--- src/rtl/uart_rx_fifo.sv ---
// UART receive FIFO: edge-detected word capture, show-ahead read,
// sticky overrun, fill-threshold and receive-timeout interrupts.
module uart_rx_fifo #(
  parameter int DATA_WIDTH    = 32,
  parameter int DEPTH         = 16,
  parameter int TIMEOUT_TICKS = 704
) (
  input  logic                    PCLK,
  input  logic                    PRESET,
  input  logic                    rx_tick,
  input  logic                    rx_done,
  input  logic [DATA_WIDTH-1:0]   rx_data_in,
  input  logic                    rx_error_in,
  input  logic                    rd_en,
  input  logic [$clog2(DEPTH):0]  threshold,
  input  logic                    ovr_clr,
  output logic [DATA_WIDTH-1:0]   rd_data,
  output logic                    rd_error,
  output logic                    empty,
  output logic                    full,
  output logic [$clog2(DEPTH):0]  count,
  output logic                    overrun,
  output logic                    thr_irq,
  output logic                    timeout_irq
);
  localparam int AW = $clog2(DEPTH);
  localparam int CW = AW + 1;
  localparam int TW = $clog2(TIMEOUT_TICKS + 1);

  typedef enum logic [1:0] {
    IDLE,
    COUNTING,
    EXPIRED
  } tstate_t;

  logic [DATA_WIDTH:0] mem [DEPTH];
  logic [AW-1:0]       wptr;
  logic [AW-1:0]       rptr;
  logic [CW-1:0]       count_nx;
  logic [TW-1:0]       tcnt;
  logic                done_q;
  logic                push;
  logic                pop;
  logic                wr;
  logic                lost;
  tstate_t             state;

  assign push  = rx_done & ~done_q;
  assign pop   = rd_en & ~empty;
  // a pop in the same cycle frees the slot the push needs
  assign wr    = push & (~full | pop);
  assign lost  = push & full & ~pop;

  assign empty    = (count == '0);
  assign full     = (count == CW'(DEPTH));
  assign thr_irq  = (threshold != '0) && (count >= threshold);
  assign rd_data  = mem[rptr][DATA_WIDTH-1:0];
  assign rd_error = mem[rptr][DATA_WIDTH];

  always_comb begin
    count_nx = count;
    unique case (1'b1)
      wr & ~pop: count_nx = count + CW'(1);
      pop & ~wr: count_nx = count - CW'(1);
      default:   ;
    endcase
  end

  always_ff @(posedge PCLK) begin
    if (PRESET) begin
      done_q  <= 1'b0;
      wptr    <= '0;
      rptr    <= '0;
      count   <= '0;
      overrun <= 1'b0;
    end else begin
      done_q <= rx_done;
      if (wr)
        wptr <= wptr + AW'(1);
      if (pop)
        rptr <= rptr + AW'(1);
      count <= count_nx;
      if (lost)
        overrun <= 1'b1;
      else if (ovr_clr)
        overrun <= 1'b0;
    end
  end

  always_ff @(posedge PCLK) begin
    if (wr && !PRESET)
      mem[wptr] <= {rx_error_in, rx_data_in};
  end

  always_ff @(posedge PCLK) begin
    if (PRESET) begin
      state       <= IDLE;
      tcnt        <= '0;
      timeout_irq <= 1'b0;
    end else if (count_nx == '0) begin
      state       <= IDLE;
      tcnt        <= '0;
      timeout_irq <= 1'b0;
    end else if (push || pop) begin
      state       <= COUNTING;
      tcnt        <= '0;
      timeout_irq <= 1'b0;
    end else begin
      unique case (state)
        IDLE: begin
          state       <= COUNTING;
          tcnt        <= '0;
          timeout_irq <= 1'b0;
        end
        COUNTING: begin
          if (rx_tick) begin
            if (tcnt == TW'(TIMEOUT_TICKS - 1)) begin
              state       <= EXPIRED;
              timeout_irq <= 1'b1;
            end else begin
              tcnt <= tcnt + TW'(1);
            end
          end
        end
        EXPIRED: timeout_irq <= 1'b1;
        default: begin
          state       <= IDLE;
          timeout_irq <= 1'b0;
        end
      endcase
    end
  end

endmodule

--- config.mk ---
export PLATFORM = sky130hd
export DESIGN_NAME = uart_rx_fifo
export DESIGN_NICKNAME = d
export VERILOG_FILES = /design/src/rtl/uart_rx_fifo.sv
export SDC_FILE = /design/constraint.sdc
export NUM_CORES = 1
export LEC_CHECK = 0
export CORE_AREA = 2 2 273 140
export DETAILED_ROUTE_END_ITERATION = 7
export DIE_AREA = 0 0 275 142
export PLACE_DENSITY = 0.75
export SLEW_MARGIN = 20
export SYNTH_ARGS = -nofsm -noshare
export SYNTH_HDL_FRONTEND = slang
export SYNTH_SLANG_ARGS = --single-unit
--- constraint.sdc ---
create_clock -name PCLK -period 4.8 [get_ports PCLK]
set_input_delay 0.96 -clock PCLK [delete_from_list [all_inputs] [get_ports PCLK]]
set_output_delay 0.96 -clock PCLK [all_outputs]
set_load 0.01 [all_outputs]
==> impl_metrics.json <==
{
  "tightest_slew_ns": 0.875,
  "vias": 10200,
  "wl_met1_mm": 19.8,
  "drtPass1Iterations": 5,
  "num_antenna_cells": 0,
  "finalCoreUtilization_pct": 68.0,
  "synth-edff-count": 528,
  "dp_cells": 1522,
  "grt_pass1_wl_mm": 66.7,
  "cts-resized-gates": 0,
  "regArea_um2": 16500,
  "hold_ws_ns": 0.529,
  "timing.final.crit_share_pct": 84.7,
  "layout-drive-gt1-share_pct": 26.8,
  "cts_buffers": 47,
  "grt_antenna_before_repair": 0,
  "worst_path_max_delay_cell": "mux4_2",
  "path_buf_inv": 2,
  "htreeDepth": 2,
  "netlist_area_um2": 21700,
  "rows": 50,
  "crit_chain": "buf_12 > mux4_2 > mux4_2 > clkdlybuf4s50_1",
  "clk_pin_slew_ns": 0.06,
  "worstSetupPathType": "reg2out",
  "ys_warn_count": 0,
  "endpoint_kind": "primary output",
  "final_common_cell": "edfxtp_1",
  "die-area_um2": 39100,
  "dr.first_iter.drc_count": 1265,
  "ys_types": 48,
  "io_buffers": 86,
  "grt_max_degree": 52,
  "wl_per_cell_um": 27.5,
  "peakVddDrop_uv": 368,
  "drt_drc_violations_left": 0,
  "layout.cells.non_filler": 1609,
  "track_usage_pct": 23.5,
  "ys_seq_elements": 560,
  "finalSetupViolCount": 0,
  "max_cap_violations": 0,
  "cts_root_buf": "clkbuf_16",
  "initial_core_util_pct": 59.0,
  "yosysSeqAreaShare_pct": 76.0,
  "via_per_inst": 6.34,
  "multi_input_area_um2": 5050,
  "syn_avg_cell_area_um2": 22.6,
  "grt_overflow": 0,
  "status": "finished clean",
  "core_area_um2": 36800,
  "cp-start-kind": "flop",
  "syn_inst": 961,
  "clock-sinks": 560,
  "routabilityCongestion": 0.788,
  "die_x_um": 275,
  "ys.flop_type": "edfxtp_1",
  "worstPathMaxFanout": 35,
  "die_h_um": 142,
  "cts_setup_buffers": 0,
  "holdCritPathClass": "reg2reg",
  "drv_slew": 0,
  "worstPathRequired_ns": 3.84,
  "leakage_uw": 0.00765,
  "area_growth_pct": 15.3,
  "fill_cells": 2242,
  "fin_nets": 1137,
  "wl_met2_mm": 20.1,
  "cts_tree": "built",
  "grt_pass1_vias": 10300,
  "postCtsHoldBufs": 0,
  "relSlewSlack_pct": 41.7,
  "synthArstFlopShare_pct": 0,
  "postRouteAntennaNets": 0,
  "clkLatencyLatePin_ns": 0.57,
  "final_hold_viol_count": 0,
  "routed_wl_mm": 44.2,
  "period_needed_ns": 4.07,
  "fin_worst_skew_ns": 0.0184,
  "max_freq_ghz": 0.246,
  "slowest_delay_ns": 0.59,
  "grt_setup_unrepaired": "no",
  "crit_arrival_ns": 3.11,
  "highest_layer": "met4",
  "path_common_cell": "mux4_2",
  "dp_hpwl_mm": 24.7,
  "clk_path_buf_depth": 3,
  "p_per_area_nw_per_um2": 477,
  "synth_nets": 1021,
  "io_pins": 87,
  "dr_wl_met3_mm": 3.56,
  "mostFrequentLayoutCells": "edfxtp_1, mux4_2, clkdlybuf4s50_1",
  "fin_tns_setup_ns": 0,
  "critPathTopFamily": "multiplexers"
}
==> sequential cells by signal, summed over array words and instances (netlist names), named ones only <==
register,flops
mem,528
tcnt,10
count,5
rptr,4
wptr,4
state,2
done_q,1
overrun,1
timeout_irq,1
==> path summary, 6_finish.rpt <==
| path | start | end | slack [ns] | cells after the start |
|---|---|---|---|---|
| worst min-delay path | rptr[1] | flop | 0.53 | 2 |
| worst max-delay path | flop | rd_data[14] | 0.73 | 4 |
| worst max register to register | count[1] | mem[10][21] | 1.44 | 6 |
| worst min register to register | rptr[1] | flop | 0.53 | 2 |
==> worst min-delay path, stage by stage (launching register included) <==
cell     delay [ns]
dfxtp_1        0.34
nand2_1        0.07
a21oi_1        0.07
==> per-stage QoR <==
step | total power (uW) | setup slack (ns) | area [um2]
CTS | 12000 | 0.661 | 25000
detailed placement | 8180 | 0.629 | 23500
global route | 12400 | 0.603 | 25000
global placement | 8160 | 0.723 | 23500
floorplan | 7380 | 0.959 | 21700
finish | 11900 | 0.734 | 25000
==> power by group <==
part / leakage, uW / switching (uW) / internal [uW] / total, uW
Combinational: 0.00188 / 1120 / 1380 / 2510
Sequential: 0.00502 / 132 / 5410 / 5540
Clock: 0.000750 / 1680 / 2210 / 3890
==> kinds of logic after synthesis <==
group | count (synthesis) | synth area share [%]
multiplexers | 170 | 17.4
XOR/XNOR | 17 | 0.720
buffers and inverters | 63 | 1.28
AND/OR/NAND/NOR | 105 | 2.79
flip-flops | 560 | 76.0
adder cells (fa/ha/maj) | 16 | 0.922
AO/OA/AOI/OAI | 30 | 0.893
==> Yosys cell counts (6+ instances only) <==
cell / count / area, um2
nor3_2: 10 / 100
nand4_1: 8 / 50.1
buf_2: 9 / 45.0
mux4_2: 165 / 3720
nor2_1: 37 / 139
nand2_1: 12 / 45.0
a21oi_1: 9 / 45.0
edfxtp_1: 528 / 15900
nand3_1: 6 / 30.0
xor2_1: 12 / 105
inv_1: 13 / 48.8
clkbuf_1: 33 / 124
ha_1: 16 / 200
dfxtp_1: 32 / 641
==> layout make-up <==
cell class	count	area share [%]
Multi-Input combinational cell	338	20.2
Clock inverter	20	0.890
Timing Repair Buffer	117	4.97
Sequential cell	560	65.9
Clock buffer	67	5.33
Tap cell	494	2.47
Inverter	13	0.195
==> routing by layer <==
layer  track usage, %  up-vias
met5                0        -
met4             4.86        0
met3             4.47       61
met2             34.2      476
met1             37.9     5386
li1                 -     4280
(Power assumes the default switching activity.)
